[src/rtl/countdown_timer.sv]
// countdown_timer
//   MM:SS.mmm countdown for the board's seven-segment display. A preset of
//   minutes/seconds is loaded, then decremented once per millisecond while
//   running. Expiry is flagged on `done`; counters hold at zero afterwards.
//
// Ports
//   clk        system clock, all state on the rising edge
//   rst        asynchronous active-high reset
//   load       one-cycle pulse: capture set_min/set_sec (clamped to 59), go IDLE
//   set_min    preset minutes (0..59, larger values clamp to 59)
//   set_sec    preset seconds (0..59, larger values clamp to 59)
//   start      one-cycle pulse: begin (IDLE) or resume (PAUSE) counting
//   pause      one-cycle pulse: freeze counting (RUN only)
//   HEX0..HEX3 seg7 of sec%10, sec/10, min%10, min/10
//   milesimos  remaining milliseconds, 0..999
//   running    high while counting
//   done       high once the count has expired (or zero time was started)

module seg7 (
    input  logic [3:0] digit,
    output logic [6:0] seg
);
    // Active-low segments, bit order gfedcba. Non-decimal codes blank.
    always_comb begin
        seg = 7'b1111111;
        case (digit)
            4'd0: seg = 7'b1000000;
            4'd1: seg = 7'b1111001;
            4'd2: seg = 7'b0100100;
            4'd3: seg = 7'b0110000;
            4'd4: seg = 7'b0011001;
            4'd5: seg = 7'b0010010;
            4'd6: seg = 7'b0000010;
            4'd7: seg = 7'b1111000;
            4'd8: seg = 7'b0000000;
            4'd9: seg = 7'b0010000;
            default: seg = 7'b1111111;
        endcase
    end
endmodule

module countdown_timer #(
    parameter int unsigned TICKS_PER_MS = 50000
) (
    input  logic       clk,
    input  logic       rst,
    input  logic       load,
    input  logic [5:0] set_min,
    input  logic [5:0] set_sec,
    input  logic       start,
    input  logic       pause,
    output logic [6:0] HEX0,
    output logic [6:0] HEX1,
    output logic [6:0] HEX2,
    output logic [6:0] HEX3,
    output logic [9:0] milesimos,
    output logic       running,
    output logic       done
);

    typedef enum logic [1:0] {
        IDLE,
        RUN,
        PAUSE,
        DONE
    } state_t;

    localparam logic [15:0] TICK_LAST = 16'(TICKS_PER_MS - 1);

    state_t      state, state_next;
    logic [15:0] cont, cont_next;
    logic [9:0]  ms_next;
    logic [5:0]  segundos, segundos_next;
    logic [5:0]  minutos, minutos_next;

    logic        tick;
    logic        time_zero;
    logic        last_ms;
    logic [5:0]  min_clamped;
    logic [5:0]  sec_clamped;

    assign min_clamped = (set_min > 6'd59) ? 6'd59 : set_min;
    assign sec_clamped = (set_sec > 6'd59) ? 6'd59 : set_sec;

    // The prescaler only advances in RUN, so a millisecond tick can only
    // happen there; PAUSE keeps the partial count for the resume.
    assign tick      = (state == RUN) && (cont == TICK_LAST);
    assign time_zero = (milesimos == 10'd0) && (segundos == 6'd0) && (minutos == 6'd0);
    // Tick that lands exactly on 00:00.000.
    assign last_ms   = tick && (milesimos == 10'd1) && (segundos == 6'd0) && (minutos == 6'd0);

    always_ff @(posedge clk or posedge rst) begin
        if (rst) begin
            state     <= IDLE;
            cont      <= '0;
            milesimos <= '0;
            segundos  <= '0;
            minutos   <= '0;
        end else begin
            state     <= state_next;
            cont      <= cont_next;
            milesimos <= ms_next;
            segundos  <= segundos_next;
            minutos   <= minutos_next;
        end
    end

    always_comb begin
        state_next    = state;
        cont_next     = cont;
        ms_next       = milesimos;
        segundos_next = segundos;
        minutos_next  = minutos;

        if (load) begin
            // Load overrides everything, including start/pause this cycle.
            minutos_next  = min_clamped;
            segundos_next = sec_clamped;
            ms_next       = '0;
            cont_next     = '0;
            state_next    = IDLE;
        end else begin
            case (state)
                IDLE: begin
                    if (start) begin
                        state_next = time_zero ? DONE : RUN;
                    end
                end

                RUN: begin
                    cont_next = tick ? '0 : cont + 16'd1;

                    if (tick) begin
                        if (milesimos != 10'd0) begin
                            ms_next = milesimos - 10'd1;
                        end else if (segundos != 6'd0) begin
                            ms_next       = 10'd999;
                            segundos_next = segundos - 6'd1;
                        end else if (minutos != 6'd0) begin
                            ms_next       = 10'd999;
                            segundos_next = 6'd59;
                            minutos_next  = minutos - 6'd1;
                        end
                    end

                    // Expiry beats a pause arriving on the same edge.
                    if (last_ms) begin
                        state_next = DONE;
                    end else if (pause) begin
                        state_next = PAUSE;
                    end
                end

                PAUSE: begin
                    if (start) begin
                        state_next = RUN;
                    end
                end

                DONE: begin
                    state_next = DONE;
                end

                default: begin
                    state_next = IDLE;
                end
            endcase
        end
    end

    assign running = (state == RUN);
    assign done    = (state == DONE);

    logic [3:0] sec_ones, sec_tens, min_ones, min_tens;

    assign sec_ones = 4'(segundos % 6'd10);
    assign sec_tens = 4'(segundos / 6'd10);
    assign min_ones = 4'(minutos % 6'd10);
    assign min_tens = 4'(minutos / 6'd10);

    seg7 u_seg_hex0 (.digit(sec_ones), .seg(HEX0));
    seg7 u_seg_hex1 (.digit(sec_tens), .seg(HEX1));
    seg7 u_seg_hex2 (.digit(min_ones), .seg(HEX2));
    seg7 u_seg_hex3 (.digit(min_tens), .seg(HEX3));

endmodule

[config.mk]
export PLATFORM = sky130hd
export DESIGN_NAME = countdown_timer
export DESIGN_NICKNAME = d
export VERILOG_FILES = /design/src/rtl/countdown_timer.sv
export SDC_FILE = /design/constraint.sdc
export NUM_CORES = 1
export LEC_CHECK = 0
export ABC_AREA = 1
export CELL_PAD_IN_SITES_DETAIL_PLACEMENT = 0
export CELL_PAD_IN_SITES_GLOBAL_PLACEMENT = 1
export CORE_MARGIN = 4
export CORE_UTILIZATION = 42
export DETAILED_ROUTE_END_ITERATION = 6
export GPL_ROUTABILITY_DRIVEN = 1
export PLACE_DENSITY = 0.95
export SYNTH_ARGS = -nofsm -noshare
export SYNTH_HDL_FRONTEND = slang
export SYNTH_SLANG_ARGS = --single-unit
export TNS_END_PERCENT = 1
[constraint.sdc]
create_clock -name clk -period 5 [get_ports clk]
set_input_delay 0.5 -clock clk [delete_from_list [all_inputs] [get_ports clk]]
set_output_delay 0.5 -clock clk [all_outputs]
set_load 0.005 [all_outputs]
==> flow_summary.yaml <==
worst_hold_path:
  min_path_type: "flip-flop to flip-flop"
logic_synthesis:
  synth_seq_cells: 40
  synth_edf_count: 0
  ys_dominant_reg_cell: "dfrtp_1"
  synth.largest_area_cell: "dfrtp_1"
  syn_avg_cell_area_um2: 6.99
  synth_top_area_share_pct: 28.4
  ys_async_sr_fraction_pct: 100
  synth_area_leaders: "dfrtp_1 (28%), nand2_1 (12%), ha_1 (11%)"
  synth_area_um2: 3520
  synth-warning-count: 0
  seq_area_frac_synth_pct: 28.4
  ys_types: 40
  synthCells: 504
  syn_nets: 552
placement:
  dp_cells: 660
  dp_hpwl_um: 6170
  pre_cts_ws_ns: 1.66
  port_buffers: 56
  routabilityCongestion: 0.821
timing:
  fmax_mhz: 270
  slew_headroom_pct: 37.3
  final.setup_skew_ns: 0.00551
  period_share_pct: 74.0
  period_minus_slack_ns: 3.70
  grt_setup_unrepaired: "no"
  setup_viol: 0
  worst_pin_slew_ns: 0.928
  finalWorstSetupSlack_ns: 1.30
  fin_tns_setup_ns: 0
  timing_max_transition_violations_final: 0
  finalHoldViolCount: 0
detailed_routing:
  drtIter0Drc: 142
  num_vias: 3335
  routed_wl_um: 7950
  route.detailed.drc: 0
  antenna_left: 0
  wire_per_inst_um: 11.9
  viasPerCell: 4.99
  dr.pass1.iters: 4
pwr:
  clkPwrFrac_pct: 12.4
  power.leakage_nw: 2.06
  switching_share_pct: 42.6
  power_density_nw_per_um2: 427
  power.internal_mw: 1.05
  switchingPower_uw: 781
  finalPower_mw: 1.83
  combinationalPowerShare_pct: 64.2
  p_seq_share_pct: 23.5
  vdd_ir_drop_max_v: 0.000251
worst_setup_path:
  cp_data_required_time_ns: 4.50
  startpoint_type: "flip-flop"
  endpoint_kind: "primary output"
  crit_fanout: 6
  worstSetupPathType: "flip-flop to primary output"
  cp.arrival_ns: 3.20
global_routing:
  track_usage_pct: 16.0
  antenna_found_initial: 0
  grt_pass1_vias: 3132
  grt_overflow_total: 0
  grt_pass1_wl_um: 13600
  grt_max_degree: 41
layout:
  diodes: 0
  final_layout_size_suffix_gt1_share_pct: 9.24
  nets: 610
  area_growth_pct: 21.7
  stdcell_count: 668
clocking:
  cts_max_path_buffers: 2
  htree_levels: 2
  cts_resized: 0
  cts_tree: "yes"
  cts_made_buffers: 5
  clk_pin_slew_ns: 0.08
  hold_buffers: 0
  cts_root_buf: "clkbuf_8"
  cts.sinks: 40
  clock_latency_ns: 0.29
  post_cts_buffers: 0
flow_run:
  drv_cap: 0
floorplan:
  io_pins: 57
  core_area_um2: 8180
  rows: 33
  die_h_um: 99.6
  die_area_um2: 9910
  die_w_um: 99.6
  start_util_pct: 43.1
run_status:
  outcome: "finished clean"
==> metal layers <==
metal,wire [um],GRT usage (%),vias up
met4,68,3.68,0
met2,3900,28.8,63
met5,0,0,-
met3,300,2.38,9
met1,3680,20.2,1496
li1,-,-,1767
==> power by group through the flow <==
stage	clock network (mW)	logic (mW)	registers, mW
2_1_floorplan	0	0.697	0.427
4_1_cts	0.233	1.19	0.430
3_5_place_dp	0	1.18	0.435
5_1_grt	0.243	1.32	0.438
6_report	0.226	1.18	0.430
3_3_place_gp	0	1.16	0.434
==> worst max-delay path: stages, from the launching register on <==
cell and delay, ns:
dfrtp_1 0.44, inv_2 0.10, ha_1 0.28, nand2_1 0.05, nand2_1 0.08, clkinv_1 0.08, nand2_2 0.09, nand2_2 0.09
nand2_1 0.10, nand4_1 0.10, nand2_2 0.10, nand2_2 0.10, nand2_1 0.11, nand2_1 0.09, ha_1 0.28, inv_1 0.03
nand3_1 0.11, nand3_1 0.12, nand2_1 0.08, clkdlybuf4s50_1 0.49
==> final cells by class <==
cell class | instances | area, um2
clock buffer | 8 | 90.1
fill | 823 | 3890
inverter | 73 | 277
multi-input combinational | 385 | 2220
sequential | 40 | 1000
tap | 105 | 131
timing repair buffer | 57 | 568
==> cells in the mapped netlist, types with 4 or more instances <==
master,count
ha_1,31
nand3b_1,5
nor2_4,5
dfrtp_1,40
nand2_2,16
inv_1,61
o21ai_1,12
nor4_1,4
o22ai_1,7
nand4_1,11
inv_2,10
nor2_1,40
nand3_1,46
nand2_1,111
xor2_1,11
nor3_1,11
o21ai_0,29
nor3b_1,4
a21oi_1,15
==> through the flow <==
step | hold slack, ns | cell area, um2 | utilization (%)
3_5_place_dp | 0.515 | 4200 | 51.3
6_report | 0.522 | 4290 | 52.4
2_1_floorplan | 0.479 | 3520 | -
3_3_place_gp | 0.507 | 4200 | 51.3
5_1_grt | 0.574 | 4290 | 52.4
4_1_cts | 0.534 | 4290 | 52.4
==> flip-flops by register name (all words and copies together), names as in the netlist <==
| signal | flops |
|---|---|
| segundos | 6 |
| cont | 16 |
| milesimos | 10 |
| state | 2 |
| minutos | 6 |
==> cells in the final DEF, fill, tap and decap left out, types with 2 or more instances in the layout <==
cell,count
nand2_1,111
inv_1,61
clkdlybuf4s50_1,56
nand3_1,46
nor2_1,40
dfrtp_1,40
ha_1,31
o21ai_0,29
nand2_2,16
a21oi_1,15
o21ai_1,12
nand4_1,11
xor2_1,11
nor3_1,11
inv_2,10
o22ai_1,7
clkbuf_8,6
nor2_4,5
nand3b_1,5
nor4_1,4
nor3b_1,4
nor2_2,3
nand3_2,3
nand2_4,3
a211oi_1,2
a31oi_1,2
xnor2_1,2
o21bai_1,2
o31ai_1,2
clkbuf_1,2
==> path summary, 6_finish.rpt <==
path	start	to	slack, ns	cells after the start
setup / recovery	segundos[3]	HEX0[3]	1.30	19
hold / removal	cont[1]	cont[1]	0.52	2
setup reg to reg	cont[0]	milesimos[9]	2.59	11
hold reg to reg	cont[1]	cont[1]	0.52	2
max in group asynchronous	rst	segundos[0]	4.01	3
min in group asynchronous	rst	milesimos[9]	0.62	3
==> kinds of logic after synthesis <==
| group | share of synthesized area [%] |
|---|---|
| flip-flops | 28.4 |
| XOR/XNOR | 3.70 |
| AND/OR/NAND/NOR | 36.0 |
| buffers and inverters | 8.56 |
| AO/OA/AOI/OAI | 12.3 |
| adder cells (fa/ha/maj) | 11.0 |
Power figures use the tool's default switching activity.
